==> config.mk <==
export PLATFORM = sky130hd
export DESIGN_NAME = if_stage
export DESIGN_NICKNAME = d
export VERILOG_FILES = /design/src/rtl/if_stage.sv
export SDC_FILE = /design/constraint.sdc
export NUM_CORES = 1
export LEC_CHECK = 0
export CAP_MARGIN = 20
export CELL_PAD_IN_SITES_DETAIL_PLACEMENT = 0
export CELL_PAD_IN_SITES_GLOBAL_PLACEMENT = 1
export CORE_MARGIN = 1.5
export CORE_UTILIZATION = 52
export DETAILED_ROUTE_END_ITERATION = 8
export DONT_BUFFER_PORTS = 1
export GPL_TIMING_DRIVEN = 0
export PLACE_DENSITY_LB_ADDON = 0.08
export SLEW_MARGIN = 0
export SYNTH_ARGS = -nofsm -noshare
export SYNTH_HDL_FRONTEND = slang
export SYNTH_SLANG_ARGS = --single-unit
==> constraint.sdc <==
create_clock -name clk -period 11.52 [get_ports clk]
set_clock_uncertainty 0.05 [all_clocks]
set_input_delay 2.304 -clock clk [delete_from_list [all_inputs] [get_ports clk]]
set_output_delay 2.304 -clock clk [all_outputs]
set_load 0.005 [all_outputs]
==> src/rtl/if_stage.sv <==
// Instruction-fetch stage: PC register, next-PC selection (reset > redirect > stall > +4),
// IF/ID pipeline register with redirect bubbles, and saturating fetch/bubble counters.
module if_stage #(
  parameter logic [31:0] RESET_PC = 32'h0000_0000,
  parameter int          CNT_W    = 32
) (
  input  logic             clk,
  input  logic             rst_n,       // active-high despite the name: asserted = 1
  input  logic             stall,
  input  logic             ex_redirect,
  input  logic [31:0]      ex_target,
  output logic [31:0]      imem_addr,
  input  logic [31:0]      imem_rdata,
  output logic [31:0]      id_inst,
  output logic [31:0]      id_pc,
  output logic [31:0]      id_pc4,
  output logic             id_valid,
  output logic [CNT_W-1:0] fetch_cnt,
  output logic [CNT_W-1:0] bubble_cnt
);

  typedef enum logic [1:0] {
    BOOT,
    RUN,
    HOLD,
    KILL
  } stage_e;

  stage_e      state;
  logic [31:0] pc;
  logic [31:0] pc_plus4;

  assign pc_plus4  = pc + 32'd4;
  assign imem_addr = pc;

  // Redirect outranks stall: the redirecting instruction in EX is older than the
  // load-use pair being held, so the held fetch is wrong-path anyway.
  // NOTE: all state uses non-blocking assignments so every register samples the
  // pre-edge values of pc and the counters, regardless of statement order.
  always_ff @(posedge clk or posedge rst_n) begin
    if (rst_n) begin
      state      <= BOOT;
      pc         <= RESET_PC;
      id_inst    <= 32'h0;
      id_pc      <= 32'h0;
      id_pc4     <= 32'h0;
      id_valid   <= 1'b0;
      fetch_cnt  <= '0;
      bubble_cnt <= '0;
    end else if (ex_redirect) begin
      state    <= KILL;
      pc       <= {ex_target[31:2], 2'b00};
      id_inst  <= 32'h0;
      id_pc    <= 32'h0;
      id_pc4   <= 32'h0;
      id_valid <= 1'b0;
      if (bubble_cnt != '1) bubble_cnt <= bubble_cnt + 1'b1;
    end else if (stall) begin
      state <= (state == BOOT) ? BOOT : HOLD;
    end else begin
      state    <= RUN;
      pc       <= pc_plus4;
      id_inst  <= imem_rdata;
      id_pc    <= pc;
      id_pc4   <= pc_plus4;
      id_valid <= 1'b1;
      if (fetch_cnt != '1) fetch_cnt <= fetch_cnt + 1'b1;
    end
  end

endmodule

==> reports/results.txt, run 1 <==
Cell Pwr Density: 154 mW/mm^2
Cell Area, Synth: 0.00897 sq mm
H-tree depth: 4
Tot Pwr: 1.52 mW
synth warn: 0
Initial Util: 53.7%
I/O pin count: 261
GRT Residual Overflow: 0
synth unique cells: 51
DIE AREA: 0.0180 sq mm
largest family of logic cells by synthesized area: simple AND/OR/NAND/NOR gates
post-cts resize count: 0
Placed Instances: 1103
Post-Synth Adder-Cell Area: 0.418%
initial antenna violation count: 0
register area share after synthesis: 52.4%
max cap viols: 0
CP Class: in -> reg
Post-CTS Setup Repair Bufs: 0
most used cell, CP: clkbuf_1
most common cell in the synthesized netlist: dfrtp_1
n_diodes: 0
Die H: 134 microns
first-pass GRT wire length: 36600 microns
Die W: 134 microns
Clock Path Buffers: 2
fin cells: 1134
CP arrival: 4330 ps
largest net degree at the start of global routing: 122
DRT Pass-1 Iters: 6
Cells after Synth: 881
worst hold path class: reg -> reg
Routed WL: 23100 microns
# DRC: 0
worst-skew pair later-pin latency: 420 ps
Yosys top cell by area: dfrtp_1
async set-reset flop share out of synthesis: 100%
#FFs+latches synth: 188
input/output buffers: 0
Max-Slew Margin vs Limit: 46.7%
number of enable flip-flop cells after synthesis: 0
via count of the first global-routing pass: 6867
critical path launch point type: primary input
fraction of layout cells with a size suffix above 1: 7.77%
unrepaired setup endpoints after global routing: false
per-cell routed wire length: 20.4 microns
final setup fails: 0
Yosys top cell area share: 52.4%
Final nets: 973
GRT Util Overall: 26.0%
maximum clock rate: 244 MHz
mux share of post-synthesis cell area: 6.95%
leakage power: 4.34 nW
Least-Margin Pin Slew: 799 ps
run status: complete, no violations
CP Capture Type: register
DR vias/cell: 5.83
drt initial violations: 300
core box area: 0.0167 sq mm
slowest CP cell: clkbuf_1
cells along the critical path: buf_1 -> clkbuf_1 -> clkbuf_1 -> mux2i_1 -> nor2_1
GPL Wtd Cong: 0.792
cts bufs inserted: 17
worst r2r path cells: 7
WHS Path Cells: 1
via count: 6613
CTS hold repair buffers: 0
min Tclk post-route: 4090 ps
Final ANT Viol Nets: 0
commonest cells in the netlist: dfrtp_1 (188), nor2_1 (107), nand2_1 (85)
clk slew on worst S/H paths: 70 ps
main area contributors after synthesis: dfrtp_1 (52%), xnor2_1 (7.9%), mux2i_1 (6.7%)
max-slew violation count: 0
fin crit share: 35.5%
Final Hold Viols: 0
Worst VDD drop: 108 uV
post-synthesis area per instance: 10.2 sq um
Compound-Gate Fraction of Synth Area: 5.82%
Required @ worst endpoint: 11760 ps
Post-Synth XOR/XNOR Area: 10.6%
Root Driver: clkbuf_16
TNS Setup: 0 ps
CTS tree: done
DP HPWL: 17100 microns
P&R area growth vs syn: 9.83%
row cnt: 47
CP max FO: 10
Max stage delay on crit path: 670 ps
synthesized-area fraction occupied by and/or/nand/nor cells: 20.3%
clock sinks: 188
Primary FF master, synth: dfrtp_1
## stage by stage
step	worst slack (ps)	hold WS [ps]	instance area (sq um)	util [%]
3_5_place_dp	7010	455	9280	55.6
4_1_cts	7460	471	9850	59.0
3_3_place_gp	2280	450	9250	55.4
2_1_floorplan	4050	424	8970	-
6_report	7430	468	9850	59.0
5_1_grt	7360	488	9850	59.0
## sequential cells by signal, indices dropped and copies added, names as in the netlist
name        flops
bubble_cnt     32
fetch_cnt      32
id_inst        32
id_pc          31
id_valid        1
imem_addr      30
id_pc4         30
## path summary, 6_finish.rpt
kind / start / endpoint / slack [ps]
max in group asynchronous: rst_n / id_inst[21] / 8750
max reg2reg: imem_addr[2] / imem_addr[28] / 8860
min reg2reg: id_valid / id_valid / 470
min in group asynchronous: rst_n / fetch_cnt[1] / 1710
min: id_valid / id_valid / 470
max: stall / id_pc[12] / 7430
## cell usage in the layout (no fill, tap or decap), types with 6 or more instances in the layout
master,instances
dfrtp_1,188
nor2_1,107
nand2_1,85
xnor2_1,81
mux2i_1,60
nand3_1,35
clkbuf_1,35
nand4_1,32
o21ai_0,32
xor2_1,28
nor3_1,26
and3_1,22
a21oi_1,22
clkbuf_16,17
nor4_1,12
a211oi_1,12
buf_2,10
inv_1,9
and4_1,8
buf_1,8
and2_1,6
buf_4,6
## kinds of logic after synthesis
group | count (synthesis)
AO/OA/AOI/OAI | 84
buffers and inverters | 70
adder cells (fa/ha/maj) | 3
XOR/XNOR | 109
AND/OR/NAND/NOR | 364
other | 1
multiplexers | 62
flip-flops | 188
## layout make-up
class                      instances  area [sq um]
buffer                            60           268
clock buffer                      19           453
clock inverter                    12           115
fill                            1486          6850
inverter                          10          45.0
multi-input combinational        624          3960
sequential                       188          4700
tap                              220           275
timing repair buffer               1          27.5
## per-layer routing
| metal | routed length [microns] | vias to the layer above | global-route usage, % |
|---|---|---|---|
| li1 | - | 3074 | - |
| met1 | 9070 | 3266 | 31.3 |
| met2 | 11400 | 249 | 43.6 |
| met3 | 2270 | 24 | 9.86 |
| met4 | 400 | 0 | 7.83 |
| met5 | 0 | - | 0 |
## power by group
group	switching [mW]	internal [mW]	total [mW]
Sequential	0.0787	0.713	0.792
Clock	0.257	0.311	0.568
Combinational	0.0944	0.0673	0.162
Total	0.431	1.09	1.52
## worst max-delay path: cells and delay by family
family | cells | cell delay [ps]
buf+inv | 3 | 1640
mux | 1 | 310
simple gates | 1 | 70
Power figures use the tool's default switching activity.
==> run 2, diff against run 1 <==
--- a/config.mk
+++ b/config.mk
@@ -9,7 +9,7 @@
 export CELL_PAD_IN_SITES_DETAIL_PLACEMENT = 0
 export CELL_PAD_IN_SITES_GLOBAL_PLACEMENT = 1
 export CORE_MARGIN = 1.5
-export CORE_UTILIZATION = 52
+export CORE_UTILIZATION = 48
 export DETAILED_ROUTE_END_ITERATION = 8
 export DONT_BUFFER_PORTS = 1
 export GPL_TIMING_DRIVEN = 0
==> constraint.sdc (replaced) <==
create_clock -name clk -period 3.8 [get_ports clk]
set_clock_uncertainty 0.05 [all_clocks]
set_input_delay 0.76 -clock clk [delete_from_list [all_inputs] [get_ports clk]]
set_output_delay 0.76 -clock clk [all_outputs]
set_load 0.005 [all_outputs]
==> run 2 against run 1 <==
  * The run now ends with DRC left
  * Core utilization fell by 4.0 points
  * Critical path depth grew 2
  * Via count down 2.0%
==> reports/results.txt, run 2 (synthesis results as in run 1) <==
row cnt: 49 (+4.3%)
worst-skew pair later-pin latency: 420 ps (about the same)
cts bufs inserted: 17 (unchanged)
per-cell routed wire length: 20.0 microns (-1.9%)
largest registers: bubble_cnt (32), fetch_cnt (32), id_inst (32)
fin cells: 1148 (+1.2%)
critical path launch point type: register
Clock Path Buffers: 2 (unchanged)
Root Driver: clkbuf_16
first-pass GRT wire length: 36800 microns (+0.40%)
max-slew violation count: 0 (unchanged)
DIE AREA: 0.0195 sq mm (+8.1%)
input/output buffers: 0 (unchanged)
CP arrival: 2890 ps (-1440 ps)
DP HPWL: 17700 microns (+3.2%)
Fin Hold WS: 201 ps (-267 ps)
final setup fails: 0 (unchanged)
core box area: 0.0181 sq mm (+8.7%)
via count: 6480 (-2.0%)
Worst VDD drop: 297 uV (+170%)
Routed WL: 23000 microns (-0.64%)
DR vias/cell: 5.64 (-3.2%)
Required @ worst endpoint: 4030 ps (-7730 ps)
CP Capture Type: register
P&R area growth vs syn: 11.2%
Final Hold Viols: 0 (unchanged)
DRT Pass-1 Iters: 7 (+1)
clk slew on worst S/H paths: 70 ps (about the same)
Max-Slew Margin vs Limit: 47.7% (+0.99 points)
min Tclk post-route: 2670 ps
Die H: 140 microns (+4.0%)
GPL Wtd Cong: 0.777 (-2.0%)
CP Class: reg -> reg
maximum clock rate: 375 MHz
leakage power: 4.39 nW (+1.2%)
largest net degree at the start of global routing: 45 (-63%)
CTS tree: done
Max stage delay on crit path: 490 ps (-180 ps)
fraction of layout cells with a size suffix above 1: 8.05% (+0.28 points)
max cap viols: 0 (unchanged)
fin crit share: 70.2%
Initial Util: 49.4% (-4.3 points)
worst hold path class: in -> async
Placed Instances: 1116 (+1.2%)
Die W: 140 microns (+4.0%)
commonest non-fill, non-tap cell in the layout: dfrtp_1
failing checks: DRC
CTS hold repair buffers: 0 (unchanged)
post-cts resize count: 0 (unchanged)
run status: finished with violations
GRT Residual Overflow: 0 (unchanged)
cells along the critical path: ha_1 -> and4_1 -> clkbuf_1 -> nand4_1 -> nor4_1 -> xnor2_1 -> o21ai_0
via count of the first global-routing pass: 6610 (-3.7%)
Final nets: 977 (+0.41%)
I/O pin count: 261 (unchanged)
H-tree depth: 4 (unchanged)
n_diodes: 0 (unchanged)
drt initial violations: 398 (+33%)
initial antenna violation count: 1 (+1)
Least-Margin Pin Slew: 781 ps (-18.4 ps)
clock sinks: 188 (unchanged)
Post-CTS Setup Repair Bufs: 0 (unchanged)
unrepaired setup endpoints after global routing: false
Final ANT Viol Nets: 0 (unchanged)
# DRC: 21 (+21)
GRT Util Overall: 23.9% (-2.1 points)
commonest cells after routing, fill and taps aside: dfrtp_1 (188), nor2_1 (107), nand2_1 (85), xnor2_1 (81), mux2i_1 (60)
Cell Pwr Density: 473 mW/mm^2 (+210%)
CP max FO: 9 (-1)
slowest CP cell: dfrtp_1
[run 2: cell count changes in the layout (fill, tap and decap cells not counted), sizes merged]
cell    change
buf         +4
clkbuf      +1
bufinv      +2
clkinv      -2
[run 2: layer usage]
metal	vias up	GRT usage, %	share of wire [%]	wire length [microns]
met5	-	0	0.057	13
met4	2	7.31	1.7	386
met3	23	9.74	9.8	2260
met2	201	39.8	49	11200
met1	3175	28.5	40	9170
li1	3079	-	-	-
[run 2: through the flow]
stage | power (mW) | setup WS [ps] | area, sq um | TNS, ps | utilization, %
after floorplan | 2.74 | 570 | 8980 | 0 | -
after global placement | 2.90 | -312 | 9260 | -56800 | 51.0
after detailed placement | 2.94 | 902 | 9370 | 0 | 51.6
after CTS | 4.77 | 1130 | 9980 | 0 | 55.0
after global routing | 4.95 | 944 | 9980 | 0 | 55.0
final | 4.72 | 1130 | 9980 | 0 | 55.0
[run 2: critical path, delay by kind of cell (launching register included)]
kind                     cells  cell delay (ps)
AND/OR/NAND/NOR              3             1100
AO/OA/AOI/OAI                1              100
XOR/XNOR                     1              170
flip-flops                   1              490
adder cells (fa/ha/maj)      1              290
buffers and inverters        1              340
[run 2: path summary, 6_finish.rpt]
kind / slack (ps) / start / to / depth (start not counted)
min in group clk: 420 / ex_target[5] / imem_addr[5] / 2
min: 200 / rst_n / fetch_cnt[14] / 1
min reg2reg: 470 / fetch_cnt[19] / fetch_cnt[19] / 1
max reg2reg: 1130 / imem_addr[2] / imem_addr[22] / 7
max in group asynchronous: 2650 / rst_n / id_pc4[28] / 3
max: 1130 / imem_addr[2] / imem_addr[22] / 7
[run 2: cell type report]
type | count | area (sq um)
tap | 229 | 287
inverter | 10 | 41.3
fill | 1650 | 8170
timing repair buffer | 5 | 108
multi-input combinational | 624 | 3960
clock buffer | 20 | 447
clock inverter | 12 | 160
sequential | 188 | 4700
buffer | 60 | 268
[run 2: report_power, final]
part / internal [mW] / switching, mW / total [mW]
logic: 0.212 / 0.288 / 0.500
clock network: 1.06 / 0.757 / 1.82
registers: 2.16 / 0.236 / 2.40
==> run 3, diff against run 2 <==
--- a/config.mk
+++ b/config.mk
@@ -5,11 +5,12 @@
 export SDC_FILE = /design/constraint.sdc
 export NUM_CORES = 1
 export LEC_CHECK = 0
+export ABC_AREA = 1
 export CAP_MARGIN = 20
 export CELL_PAD_IN_SITES_DETAIL_PLACEMENT = 0
 export CELL_PAD_IN_SITES_GLOBAL_PLACEMENT = 1
 export CORE_MARGIN = 1.5
-export CORE_UTILIZATION = 48
+export CORE_UTILIZATION = 41
 export DETAILED_ROUTE_END_ITERATION = 8
 export DONT_BUFFER_PORTS = 1
 export GPL_TIMING_DRIVEN = 0
==> constraint.sdc (replaced) <==
create_clock -name clk -period 2.3 [get_ports clk]
set_clock_uncertainty 0.05 [all_clocks]
set_input_delay 0.46 -clock clk [delete_from_list [all_inputs] [get_ports clk]]
set_output_delay 0.46 -clock clk [all_outputs]
set_load 0.005 [all_outputs]
==> run 3 against run 2 <==
  * The run now ends clean
  * Clock power rose by 73%
  * Critical path depth up 4
  * Total power rose by 64%
  * Sequential power grew 61%
  * Non-clock buffer count fell by 17
  * Sequential cell count did not move
  * Maximum frequency increased by 29%
==> reports/results.txt, run 3 <==
run status: complete, no violations
Cell Area, Synth: 0.00973 sq mm (+8.5%)
P&R area growth vs syn: 11.9%
async set-reset flop share out of synthesis: 100% (unchanged)
final setup fails: 0 (unchanged)
initial antenna violation count: 0 (-1)
Final ANT Viol Nets: 0 (unchanged)
leakage power: 5.27 nW (+20%)
Least-Margin Pin Slew: 666 ps (-115 ps)
largest registers: bubble_cnt (32), fetch_cnt (32), id_inst (32)
Yosys top cell by area: dfrtp_1
CP Class: reg -> reg
Die H: 157 microns (+12%)
fraction of layout cells with a size suffix above 1: 5.55% (-2.5 points)
Cells after Synth: 1349 (+53%)
Yosys top cell area share: 48.3% (-4.1 points)
fillcell total: 2491 (+51%)
Final nets: 1446 (+48%)
DR vias/cell: 4.93 (-13%)
Die W: 157 microns (+12%)
Cell Pwr Density: 710 mW/mm^2 (+50%)
first-pass GRT wire length: 46000 microns (+25%)
max cap viols: 0 (unchanged)
Required @ worst endpoint: 2580 ps (-1450 ps)
drt initial violations: 505 (+27%)
Max-Slew Margin vs Limit: 55.5% (+7.8 points)
Clock Path Buffers: 2 (unchanged)
# DRC: 0 (-100%)
I/O pin count: 261 (unchanged)
CP Capture Type: register
worst-skew pair later-pin latency: 440 ps (+20 ps)
clk slew on worst S/H paths: 90 ps (+20 ps)
unrepaired setup endpoints after global routing: false
DRT Pass-1 Iters: 5 (-2)
Routed WL: 29700 microns (+29%)
number of enable flip-flop cells after synthesis: 0 (unchanged)
main area contributors after synthesis: dfrtp_1 (48%), nand2_1 (24%), nor2_1 (5.8%)
commonest non-fill, non-tap cell in the layout: nand2_1
commonest cells after routing, fill and taps aside: nand2_1 (624), dfrtp_1 (187), nor2_1 (150), inv_1 (114), nand3_1 (68)
row cnt: 56 (+14%)
min Tclk post-route: 2060 ps (-605 ps)
register area share after synthesis: 48.3% (-4.1 points)
via count: 8418 (+30%)
#FFs+latches synth: 188 (unchanged)
most common cell in the synthesized netlist: nand2_1
commonest cells in the netlist: nand2_1 (624), dfrtp_1 (188), nor2_1 (151)
maximum clock rate: 485 MHz (+29%)
fin crit share: 89.6% (+19 points)
worst hold path class: in -> reg
CP max FO: 10 (+1)
Seq. cell area: 0.00471 sq mm (about the same)
Primary FF master, synth: dfrtp_1
CTS tree: done
core box area: 0.0234 sq mm (+29%)
fin util: 46.5% (-8.4 points)
per-cell routed wire length: 17.4 microns (-13%)
Initial Util: 41.6% (-7.8 points)
via count of the first global-routing pass: 8201 (+24%)
Worst VDD drop: 470 uV (+59%)
input/output buffers: 0 (unchanged)
synth unique cells: 26 (-49%)
DIE AREA: 0.0247 sq mm (+26%)
GRT Util Overall: 24.6% (+0.63 points)
GPL Wtd Cong: 0.825 (+6.2%)
GRT Residual Overflow: 0 (unchanged)
n_diodes: 0 (unchanged)
largest net degree at the start of global routing: 42 (-6.7%)
post-synthesis area per instance: 7.22 sq um (-29%)
clock sinks: 188 (unchanged)
H-tree depth: 4 (unchanged)
CP arrival: 2340 ps (-550 ps)
max-slew violation count: 0 (unchanged)
Tot Pwr: 7.74 mW (+64%)
synth warn: 0 (unchanged)
area of the multi-input gates: 0.00437 sq mm (+10%)
DP HPWL: 23000 microns (+30%)
critical path launch point type: register
cts bufs inserted: 17 (unchanged)
Final Hold Viols: 0 (unchanged)
Root Driver: clkbuf_16
Fin Hold WS: 100 ps (-101 ps)
Post-CTS Setup Repair Bufs: 0 (unchanged)
==> run 3: cell types whose count changed in the layout (fill, tap and decap cells not counted), sizes merged, moves of 28 or more <==
cell   change
inv      +114
nor3      -28
xnor2     -68
nand4     -28
nand3     +32
a22o      +32
o21ai     +28
nand2    +545
mux2i     -60
nor2      +48
==> run 3: layout make-up <==
cell class | count | share of cell area [%]
Multi-Input combinational cell | 1002 | 40.1
Timing Repair Buffer | 6 | 1.01
Buffer | 42 | 2.09
Clock buffer | 17 | 3.91
Clock inverter | 15 | 1.90
Sequential cell | 188 | 43.2
Tap cell | 319 | 3.66
Inverter | 118 | 4.10
==> run 3: logic make-up (layout without fill, tap and decap cells) <==
kind of cell	Yosys count	in the layout	synth area share [%]
xor+xnor	29	29	2.61
fa+ha+maj	3	3	0.386
flops	188	188	48.3
buf+inv	160	198	6.89
simple gates	860	860	34.7
other cells	1	2	0.0385
compound gates	108	108	7.06
==> run 3: path summary, 6_finish.rpt <==
kind                                   start             to  slack (ps)  cells after the start
worst max-delay path            fetch_cnt[0]  fetch_cnt[16]         240                     11
worst min-delay path            ex_target[3]   imem_addr[3]         100                      2
worst max register to register  fetch_cnt[0]  fetch_cnt[16]         240                     11
worst min register to register    id_pc4[24]     id_pc4[24]         470                      2
max in group asynchronous              rst_n  fetch_cnt[22]         990                      4
min in group asynchronous              rst_n      id_pc[23]         420                      2
==> run 3: power by group <==
part           internal [mW]  total [mW]  switching (mW)  leakage (nW)
clock network           1.52        3.14            1.62         0.304
logic                  0.255       0.727           0.471          2.46
registers               3.53        3.87           0.345          2.50
==> run 3: timing repair <==
item,4_1_cts,5_1_grt
gates resized for setup,0,4
endpoints found under the setup margin,0,32
endpoints found under the hold margin,10,0
hold buffers,1,0
==> run 3: per-layer routing <==
metal | up-vias | track usage [%] | share of wire, %
li1 | 4239 | - | -
met5 | - | 0 | 0
met1 | 3910 | 30.4 | 43
met4 | 0 | 5.93 | 1.5
met2 | 229 | 41.2 | 48
met3 | 40 | 8.29 | 7.7
==> run 3: stage by stage <==
step                setup TNS [ps]  instance area, sq um  cells  setup WS [ps]
finish                           0                 10900   1707            239
global route                     0                 10900   1707           61.6
CTS                              0                 10900   1707           64.3
detailed placement            -826                 10200   1674           -156
global placement           -341980                 10100   1669          -1830
floorplan                  -118530                  9740   1350           -630
==> run 3: critical path, stage by stage, from the launching register on <==
cell	delay [ps]
dfrtp_1	450
ha_2	280
inv_1	60
nor2_2	160
nand2_2	150
nor2_4	180
nand2_2	100
nand2_4	110
inv_2	120
buf_6	170
nand2_1	70
nand2_1	40
